### src/rtl/scan_chain_master.sv
// scan_chain_master
// Drives a user design through a serial scan chain. A parallel word accepted
// on the input port is shifted into the chain MSB first while the word the
// chain captured from the design outputs is shifted out. A latch strobe then
// makes the design apply the new word, and the captured word is returned on
// the output port.
//
// Ports
//   clk, rst              system clock, synchronous active-high reset
//   in_data/valid/ready   word to shift in (ready while idle)
//   out_data/valid/ready  captured word returned to the host
//   scan_clk              generated scan clock, 2*CLK_DIV clk cycles per pulse
//   scan_select           high during the capture pulse
//   scan_data_out         serial data towards the chain
//   scan_data_in          serial data from the chain end
//   scan_latch_en         strobe, design applies the shifted-in word
//
// state   | meaning
// IDLE    | waiting for an input word, in_ready high
// CAPTURE | one scan pulse with scan_select high, chain loads design outputs
// SHIFT   | WIDTH scan pulses, word in and captured word out
// LATCH   | scan_latch_en high for one pulse period, scan_clk held low
// DONE    | out_valid high until out_ready
module scan_chain_master #(
  parameter int WIDTH   = 8,
  parameter int CLK_DIV = 2
) (
  input  logic             clk,
  input  logic             rst,
  input  logic [WIDTH-1:0] in_data,
  input  logic             in_valid,
  output logic             in_ready,
  output logic [WIDTH-1:0] out_data,
  output logic             out_valid,
  input  logic             out_ready,
  output logic             scan_clk,
  output logic             scan_select,
  output logic             scan_data_out,
  input  logic             scan_data_in,
  output logic             scan_latch_en
);

  localparam int DW = (CLK_DIV > 1) ? $clog2(CLK_DIV) : 1;
  localparam int BW = $clog2(WIDTH);

  typedef enum logic [2:0] {IDLE, CAPTURE, SHIFT, LATCH, DONE} state_t;

  state_t           state_q, state_d;
  logic [DW-1:0]    div_cnt_q, div_cnt_d;
  logic [BW-1:0]    bit_cnt_q, bit_cnt_d;
  logic [WIDTH-1:0] shift_q, shift_d;
  logic             phase_q, phase_d;   // 0 = low half, 1 = high half
  logic             sample_q, sample_d;
  logic             in_ready_d, out_valid_d, scan_clk_d, scan_select_d;
  logic             scan_data_out_d, scan_latch_en_d;
  logic [WIDTH-1:0] out_data_d;
  logic             half_end;

  assign half_end = (div_cnt_q == DW'(CLK_DIV - 1));

  always_comb begin
    state_d         = state_q;
    div_cnt_d       = '0;
    bit_cnt_d       = bit_cnt_q;
    shift_d         = shift_q;
    phase_d         = phase_q;
    sample_d        = sample_q;
    in_ready_d      = in_ready;
    out_valid_d     = out_valid;
    out_data_d      = out_data;
    scan_clk_d      = scan_clk;
    scan_select_d   = scan_select;
    scan_data_out_d = scan_data_out;
    scan_latch_en_d = scan_latch_en;

    // div_cnt free-runs through each half-period while a transfer is active
    if (state_q == CAPTURE || state_q == SHIFT || state_q == LATCH) begin
      div_cnt_d = half_end ? '0 : div_cnt_q + DW'(1);
    end

    case (state_q)
      IDLE: begin
        in_ready_d = 1'b1;
        if (in_valid && in_ready) begin
          shift_d       = in_data;
          in_ready_d    = 1'b0;
          scan_select_d = 1'b1;
          scan_clk_d    = 1'b0;
          phase_d       = 1'b0;
          state_d       = CAPTURE;
        end
      end
      CAPTURE: begin
        if (half_end) begin
          if (!phase_q) begin
            phase_d    = 1'b1;
            scan_clk_d = 1'b1;
          end else begin
            phase_d         = 1'b0;
            scan_clk_d      = 1'b0;
            scan_select_d   = 1'b0;
            bit_cnt_d       = '0;
            scan_data_out_d = shift_q[WIDTH-1];
            state_d         = SHIFT;
          end
        end
      end
      SHIFT: begin
        if (half_end) begin
          if (!phase_q) begin
            // sample before the chain reacts to the rising scan_clk
            phase_d    = 1'b1;
            scan_clk_d = 1'b1;
            sample_d   = scan_data_in;
          end else begin
            phase_d         = 1'b0;
            scan_clk_d      = 1'b0;
            shift_d         = {shift_q[WIDTH-2:0], sample_q};
            scan_data_out_d = shift_q[WIDTH-2];
            bit_cnt_d       = bit_cnt_q + BW'(1);
            if (bit_cnt_q == BW'(WIDTH - 1)) begin
              scan_data_out_d = 1'b0;
              scan_latch_en_d = 1'b1;
              state_d         = LATCH;
            end
          end
        end
      end
      LATCH: begin
        if (half_end) begin
          if (!phase_q) begin
            phase_d = 1'b1;
          end else begin
            phase_d         = 1'b0;
            scan_latch_en_d = 1'b0;
            out_valid_d     = 1'b1;
            out_data_d      = shift_q;
            state_d         = DONE;
          end
        end
      end
      DONE: begin
        if (out_ready) begin
          out_valid_d = 1'b0;
          in_ready_d  = 1'b1;
          state_d     = IDLE;
        end
      end
      default: state_d = IDLE;
    endcase
  end

  always_ff @(posedge clk) begin
    if (rst) begin
      state_q       <= IDLE;
      div_cnt_q     <= '0;
      bit_cnt_q     <= '0;
      shift_q       <= '0;
      phase_q       <= 1'b0;
      sample_q      <= 1'b0;
      in_ready      <= 1'b1;
      out_valid     <= 1'b0;
      out_data      <= '0;
      scan_clk      <= 1'b0;
      scan_select   <= 1'b0;
      scan_data_out <= 1'b0;
      scan_latch_en <= 1'b0;
    end else begin
      state_q       <= state_d;
      div_cnt_q     <= div_cnt_d;
      bit_cnt_q     <= bit_cnt_d;
      shift_q       <= shift_d;
      phase_q       <= phase_d;
      sample_q      <= sample_d;
      in_ready      <= in_ready_d;
      out_valid     <= out_valid_d;
      out_data      <= out_data_d;
      scan_clk      <= scan_clk_d;
      scan_select   <= scan_select_d;
      scan_data_out <= scan_data_out_d;
      scan_latch_en <= scan_latch_en_d;
    end
  end

endmodule
### config.mk
export PLATFORM = sky130hd
export DESIGN_NAME = scan_chain_master
export DESIGN_NICKNAME = d
export VERILOG_FILES = /design/src/rtl/scan_chain_master.sv
export SDC_FILE = /design/constraint.sdc
export NUM_CORES = 1
export LEC_CHECK = 0
export BUFFER_PORTS_ARGS = -buffer_cell sky130_fd_sc_hd__buf_4
export CAP_MARGIN = 5
export CORE_ASPECT_RATIO = 0.6
export CORE_MARGIN = 1.5
export CORE_UTILIZATION = 58
export CTS_CLUSTER_SIZE = 14
export DETAILED_ROUTE_END_ITERATION = 10
export GPL_TIMING_DRIVEN = 0
export PLACE_DENSITY = 0.82
export SLEW_MARGIN = 15
export SYNTH_ARGS = -nofsm -noshare
export SYNTH_HDL_FRONTEND = slang
export SYNTH_SLANG_ARGS = --single-unit
export TNS_END_PERCENT = 50
### constraint.sdc
create_clock -name clk -period 4.5 [get_ports clk]
set_clock_uncertainty 0.1 [all_clocks]
set_input_delay 0.9 -clock clk [delete_from_list [all_inputs] [get_ports clk]]
set_output_delay 0.9 -clock clk [all_outputs]
set_load 0.02 [all_outputs]
==> Yosys cells after proc, flatten, opt, wreduce, memory -nomap -nowiden <==
Index checks and enable logic that the tools add are counted.
{ "totals": {"regBits": 31, "out_inout_bits": 14, "word_cells": 104} }
{ "op_classes": {"n_addsub": 2, "eq_ne": 16, "mux": 45, "bitwise_logic": 2, "n_reduce_logical": 26} }
{ "ops": {"columns": ["cell", "count"], "rows": [
  ["3-bit 2-to-1 mux", 13],
  ["8-bit 2-to-1 mux", 3],
  ["1-bit 2-to-1 mux", 19],
  ["2-bit inequality test (second input constant)", 8],
  ["8-bit case mux with 2 select lines", 1],
  ["2-bit nonzero test", 8],
  ["3-bit case mux with 5 select lines", 1],
  ["1-bit case mux with 2 select lines", 7],
  ["3-bit AND reduction", 4],
  ["4-bit AND reduction", 3],
  ["9-bit AND reduction", 1],
  ["3-bit by 2-bit == test with 1-bit output (second input constant)", 2],
  ["3-bit == test (second input constant)", 2],
  ["2-bit by 1-bit inequality test with 1-bit output (second input constant)", 3],
  ["3-bit case mux with 2 select lines", 1],
  ["6-bit AND reduction", 1],
  ["3-bit OR reduction", 2],
  ["5-bit AND reduction", 1],
  ["3-bit by 1-bit adder with 3-bit output (second input constant)", 1],
  ["3-bit by 1-bit == test with 1-bit output (second input constant)", 1],
  ["3-bit zero test", 1],
  ["1-bit logical OR", 2],
  ["1-bit NOT", 2],
  ["2-bit AND reduction", 1],
  ["other kinds (3)", 3]
]} }

==> Longest topological paths before layout <==
Gate-level depths: netlist of run 1.
{ "logic_depth": {"word_depth": 5, "ltp_mapped": 6} }

==> Worst setup path before layout of run 1 <==
No wires, ideal clock.
{ "synth_timing": {"path_kind": "input-to-reg", "startpoint": "input rst", "endpoint": "register bit_cnt_q[1]", "t_arrival_ns": 1.733, "required_time_ns": 4.272, "slack_ns": 2.540, "path_stages": 4, "path_cell_list": "clkbuf_1 -> clkbuf_1 -> clkbuf_1 -> nor2_1"} }
{ "synth_rtl": {"columns": ["item", "line", "source"], "rows": [
  ["start, declared", "29", "input logic rst,"],
  ["end signal, assigned", "171", "bit_cnt_q <= bit_cnt_d;"],
  ["end, declared", "50", "logic [BW-1:0] bit_cnt_q, bit_cnt_d;"]
]} }
No word-level cell between the ends.

==> Final worst setup path of run 1 <==
{ "layout_timing": {"startpoint": "input rst", "endpoint": "register out_data[2]"} }
{ "layout_rtl": {"columns": ["item", "line", "source"], "rows": [
  ["end signal, assigned", "177", "out_data <= out_data_d;"],
  ["end, declared", "33", "output logic [WIDTH-1:0] out_data,"]
]} }
No word-level cell between the ends.

==> results of run 1 <==
-- kinds of logic after synthesis --
family          after synthesis  synth area share, %
fa+ha+maj                     2                 1.66
flops                        31                 41.3
buf+inv                      17                 6.41
simple gates                 50                 19.1
compound gates               37                 19.7
mux                          17                 11.3
xor+xnor                      1                0.582
-- registers in the layout, indices dropped and copies added, names as in the netlist --
name / flops
shift_q: 8
scan_latch_en: 1
scan_data_out: 1
state_q: 3
sample_q: 1
scan_clk: 1
bit_cnt_q: 3
phase_q: 1
out_data: 8
out_valid: 1
in_ready: 1
div_cnt_q: 1
scan_select: 1
-- power by group --
| part | switching [mW] | internal, mW |
|---|---|---|
| registers | 0.0417 | 0.322 |
| clock network | 0.102 | 0.120 |
| logic | 0.214 | 0.157 |
-- cells in the mapped netlist --
master	number	area, µm²
a221oi_1	1	8.76
nand3_4	1	17.5
nor4b_1	1	8.76
nor2b_1	2	12.5
clkbuf_1	5	18.8
nor3b_2	1	12.5
a211oi_1	8	60.1
nand2_1	4	15.0
and3_1	2	12.5
a311oi_1	4	35.0
a21oi_1	2	10.0
and2_1	1	6.26
or3b_2	1	8.76
nand3b_4	1	20.0
ha_1	2	25.0
buf_6	2	22.5
o22ai_2	1	12.5
a211oi_4	1	20.0
nand4_1	1	6.26
nand3b_1	1	7.51
a32oi_1	1	8.76
nor3_1	1	5.00
xor2_1	1	8.76
nand3_2	1	10.0
o21bai_1	2	15.0
nor2_1	24	90.1
a22oi_1	2	15.0
nand2b_1	2	12.5
and4b_1	1	10.0
a211oi_2	2	25.0
a211o_1	2	17.5
a31oi_1	3	18.8
buf_4	4	30.0
o21ai_0	5	25.0
mux2i_1	17	170
nand3_1	2	10.0
o21ba_2	1	10.0
and3b_1	1	8.76
o31ai_1	2	15.0
nor4_1	1	6.26
inv_1	4	15.0
dfxtp_1	31	621
nor2_2	1	6.26
buf_2	2	10.0
-- area by class of cell --
| class | instances | area (µm²) | area share (%) |
|---|---|---|---|
| Tap cell | 32 | 40.0 | 2.20 |
| Clock inverter | 1 | 5.00 | 0.275 |
| Sequential cell | 31 | 621 | 34.1 |
| Inverter | 4 | 15.0 | 0.825 |
| Buffer | 13 | 81.3 | 4.47 |
| Multi-Input combinational cell | 107 | 787 | 43.3 |
| Timing Repair Buffer | 25 | 188 | 10.3 |
| Clock buffer | 6 | 82.6 | 4.54 |
-- routing by layer --
metal / part of all wire, % / track usage, % / routed length, µm
met4: 1.8 / 12.9 / 63
met1: 49 / 38.4 / 1680
met3: 7.0 / 8.87 / 241
met2: 42 / 36.7 / 1440
met5: 0 / 0 / 0
-- worst min-delay path, stage by stage (launching register included) --
cell     delay (ns)
dfxtp_1        0.32
mux2i_1        0.07
nor2_1         0.07
-- layout by cell type (no fill, tap or decap), types with 3 or more instances in the layout --
| master | netlist | layout |
|---|---|---|
| mux2i_1 | 17 | 17 |
| dfxtp_1 | 31 | 31 |
| a31oi_1 | 3 | 3 |
| buf_4 | 4 | 29 |
| nor2_1 | 24 | 24 |
| a311oi_1 | 4 | 4 |
| clkbuf_1 | 5 | 5 |
| clkbuf_8 | 0 | 6 |
| o21ai_0 | 5 | 5 |
| nand2_1 | 4 | 4 |
| a211oi_1 | 8 | 8 |
| inv_1 | 4 | 4 |
-- worst max-delay path by stage --
stage	startpoint	endpoint	slack, ns	depth (start not counted)
final	rst	out_data[2]	2.42	4
after global placement	rst	out_data[1]	2.18	4
after floorplan	rst	bit_cnt_q[1]	2.54	4
after CTS	rst	out_data[2]	2.47	4
after detailed placement	rst	out_data[2]	2.16	4
after global routing	rst	bit_cnt_q[1]	2.34	4
-- through the flow --
step / utilization (%) / power, mW / area, µm² / std cells / worst slack [ns]
after detailed placement: 69.6 / 0.732 / 1730 / 212 / 2.16
after floorplan: - / 0.643 / 1500 / 155 / 2.54
after CTS: 73.1 / 0.952 / 1820 / 219 / 2.47
after global placement: 69.6 / 0.717 / 1730 / 212 / 2.18
final: 73.1 / 0.956 / 1820 / 219 / 2.42
after global routing: 73.1 / 1.00 / 1820 / 219 / 2.34
==> results.yml, run 1 <==
synthesis:
  synth_cell_types: 44
  netlist_area_um2: 1500
  synth_seq_cells: 31
  ys_seq_area_share_pct: 41.3
  syn_nets: 170
  synthCells: 155
  yosysWarnings: 0
  syn_area_per_cell_um2: 9.70
min_path:
  min_to: "out_data[3]"
  whs_path_depth: 2
  worstHoldStart: "out_data[3]"
  min_path_type: "register to register"
job:
  drv_cap: 0
clock_tree:
  cts_tree: "done"
  clock_latency_ns: 0.29
  clkSinkCount: 31
  htreeDepth: 2
  cts_buffers: 5
  cts_setup_buffers: 0
  clk_path_buf_depth: 2
  clock-root-buffer: "clkbuf_8"
  path_clk_slew_ns: 0.06
  holdBufCountCts: 0
  cts_repair_resize_count: 0
detailed_routing:
  vias_per_cell: 5.89
  route.vias.total: 1289
  routed_wl_mm: 3.43
  drc: 0
  drtAntennaViolNets: 0
  drt-initial-drc-count: 86
  firstDrtPassIters: 4
  detail_route.wl_per_cell_um: 15.6
floorplan:
  die_w_um: 68.7
  ios: 27
  start_util_pct: 60.5
  die_y_um: 42.4
  coreArea_um2: 2490
  dieArea_um2: 2920
  core.rowCount: 14
worst_setup_path:
  r2r_slack_ns: 2.79
  path_common_cell: "clkbuf_1"
  cp_max_fo: 10
  path_class: "primary input to register"
  worstReg2RegStart: "bit_cnt_q[0]"
  end_kind: "register"
  slowest_delay_ns: 0.44
  crit_arrival_ns: 2.14
  crit_family: "buffers and inverters"
  critPathSlowestCell: "clkbuf_1"
  r2r-end: "state_q[0]"
  crit_buf_inv: 3
  worst-r2r-cell-count: 6
  worstSetupStartpointType: "primary input"
  cp_cell_sequence: "clkbuf_1, clkbuf_1, clkbuf_1, nor2_1"
  required_ns: 4.56
timing:
  fmax_mhz: 480
  setup_viol: 0
  slew_violations: 0
  worstMarginPinSlew_ns: 0.487
  grt_setup_unrepaired: "no"
  hold_viol_final: 0
  maxSlewHeadroom_pct: 67.5
  holdWs_ns: 0.399
  layout_min_cycle_time_ns: 2.08
  fin_setup_tns_ns: 0
  finalCritPeriodShare_pct: 46.3
pwr:
  p_leak_nw: 0.782
  power_density_nw_per_um2: 526
  vdd_drop_max_mv: 0.320
grt:
  antenna_found_initial: 0
  grt_max_degree: 11
  grt_pass1_vias: 1155
  grt_use_total_pct: 27.1
  grt_pass1_wl_mm: 5.53
  gr-total-overflow: 0
place:
  gp_congestion: 0.860
  dpl.hpwl_mm: 2.47
  numPortBuffers: 25
finish:
  drive_above_1_share_pct: 27.3
  n_fill_cell: 193
  nets: 202
  diodes: 0
  area_growth_pct: 21.0
outcome:
  status: "finished, final reports clean"
Power figures use the tool's default switching activity.
==> inputs of run 2 (changes only) <==
Settings changed: CORE_UTILIZATION 58 to 54, PLACE_DENSITY 0.82 to 0.78.
Clock period 4.5 ns to 2.1 ns, I/O delays scaled along.
==> run 2 against run 1 <==
Compared with the run above: setup slack lost 2.0 ns; sequential share of layout area is 0.070 points higher; power rose by 110%; clock-buffer cell count shrank 1; critical path depth increased by 1; final cell count up 0.46%; die area up 7.0%; via count fell by 0.47%; global-route usage fell by 2.3 points; first-iteration DRC count shrank 2.3%; core utilization down 2.6 points; routed wire length up 1.5%; largest power group unchanged; highest routed layer unchanged.
==> results.yml, run 2 (synthesis gave the netlist of run 1 again) <==
timing:
  grt_setup_unrepaired: "no"
  slew_violations: 0
  fin_setup_tns_ns: 0
  setup_viol: 0
  maxSlewHeadroom_pct: 64.3
  worstMarginPinSlew_ns: 0.536
  finalCritPeriodShare_pct: 81.6
  hold_viol_final: 0
  layout_min_cycle_time_ns: 1.71
  fmax_mhz: 584
grt:
  grt_max_degree: 11
  grt_pass1_vias: 1192
  grt_use_total_pct: 24.8
  gr-total-overflow: 0
  antenna_found_initial: 0
  grt_pass1_wl_mm: 5.80
floorplan:
  die_y_um: 43.9
  ios: 27
  dieArea_um2: 3120
  core.rowCount: 14
  start_util_pct: 58.4
  coreArea_um2: 2570
  die_w_um: 71.1
detailed_routing:
  vias_per_cell: 5.83
  drc: 0
  firstDrtPassIters: 4
  routed_wl_mm: 3.48
  drtAntennaViolNets: 0
  detail_route.wl_per_cell_um: 15.8
  route.vias.total: 1283
  drt-initial-drc-count: 84
job:
  drv_cap: 0
worst_setup_path:
  critPathSlowestCell: "xor2_1"
  worstReg2RegStart: "state_q[0]"
  crit_start: "state_q[0]"
  path_class: "register to register"
  required_ns: 2.18
  cp_max_fo: 8
  r2r-end: "scan_data_out"
  slowest_delay_ns: 0.45
  crit_arrival_ns: 1.80
  worst-r2r-cell-count: 5
  cp_cell_sequence: "buf_4, xor2_1, and2_1, nor2_1, a311oi_1"
  r2r_slack_ns: 0.39
  worstSetupStartpointType: "register"
  end_kind: "register"
finish:
  fin_util_pct: 70.5
  layout_commonest_cell: "dfxtp_1"
  diodes: 0
  top_regs: "out_data (8), shift_q (8)"
  area_growth_pct: 20.7
  drive_above_1_share_pct: 27.7
  n_fill_cell: 201
  final_cell_mix: "dfxtp_1 (31), buf_4 (29), nor2_1 (24)"
  nets: 202
clock_tree:
  path_clk_slew_ns: 0.07
  cts_setup_buffers: 0
  clk_path_buf_depth: 2
  holdBufCountCts: 0
  clock-root-buffer: "clkbuf_8"
  htreeDepth: 2
  cts_buffers: 5
  clkSinkCount: 31
  cts_repair_resize_count: 0
  clock_latency_ns: 0.28
  cts_tree: "done"
pwr:
  p_leak_nw: 0.782
  power_density_nw_per_um2: 1110
  vdd_drop_max_mv: 0.661
min_path:
  worstHoldStart: "scan_data_in"
  min_to: "sample_q"
  whs_path_depth: 3
  min_path_type: "primary input to register"
outcome:
  status: "finished, final reports clean"
place:
  numPortBuffers: 25
  gp_congestion: 0.890
  dpl.hpwl_mm: 2.61
run 2: cell count changes in the layout (fill, tap and decap cells not counted), sizes merged:
cell,change
clkbuf,-1
clkinv,+2
run 2: worst max-delay path by stage:
stage | cells past startpoint | endpoint
5_1_grt | 5 | scan_data_out
2_1_floorplan | 5 | shift_q[6]
3_5_place_dp | 4 | out_data[2]
6_report | 5 | scan_data_out
3_3_place_gp | 4 | out_data[1]
4_1_cts | 5 | scan_data_out
run 2: worst max-delay path: cells and delay by family, from the launching register on:
kind | cells | cell delay, ns
xor gates and xnor gates | 1 | 0.45
DFF | 1 | 0.31
and+or+nand+nor | 2 | 0.30
AOI/OAI and AO/OA | 1 | 0.28
buffers and inverters | 1 | 0.17
run 2: through the flow:
step / instance area [µm²] / total power, mW / cells / hold slack [ns] / setup WS, ns
3_5_place_dp: 1730 / 1.57 / 212 / 0.365 / 0.193
6_report: 1820 / 2.02 / 220 / 0.273 / 0.387
4_1_cts: 1820 / 2.02 / 220 / 0.271 / 0.422
2_1_floorplan: 1500 / 1.38 / 155 / 0.344 / 0.583
3_3_place_gp: 1730 / 1.54 / 212 / 0.371 / 0.262
5_1_grt: 1820 / 2.14 / 220 / 0.273 / 0.306
run 2: final cells by class:
type	count	area (µm²)	area share, %
multi-input combinational	107	787	43.3
sequential	31	621	34.2
timing repair buffer	25	188	10.3
buffer	13	81.3	4.48
clock buffer	5	68.8	3.79
tap	32	40.0	2.21
clock inverter	3	15.0	0.827
inverter	4	15.0	0.827
run 2: power breakdown:
| group | switching (mW) | leakage, nW | internal [mW] | total, mW |
|---|---|---|---|---|
| Clock | 0.224 | 0.0477 | 0.226 | 0.450 |
| Sequential | 0.0886 | 0.252 | 0.690 | 0.779 |
| Combinational | 0.459 | 0.482 | 0.336 | 0.795 |
| Total | 0.772 | 0.782 | 1.25 | 2.02 |
run 2: per-layer routing:
metal  vias up  wire, µm  GRT usage (%)
li1        624         -              -
met1       606      1700           35.6
met2        46      1470           36.8
met3         7       263           6.51
met4         0        39           7.92
met5         -         0              0
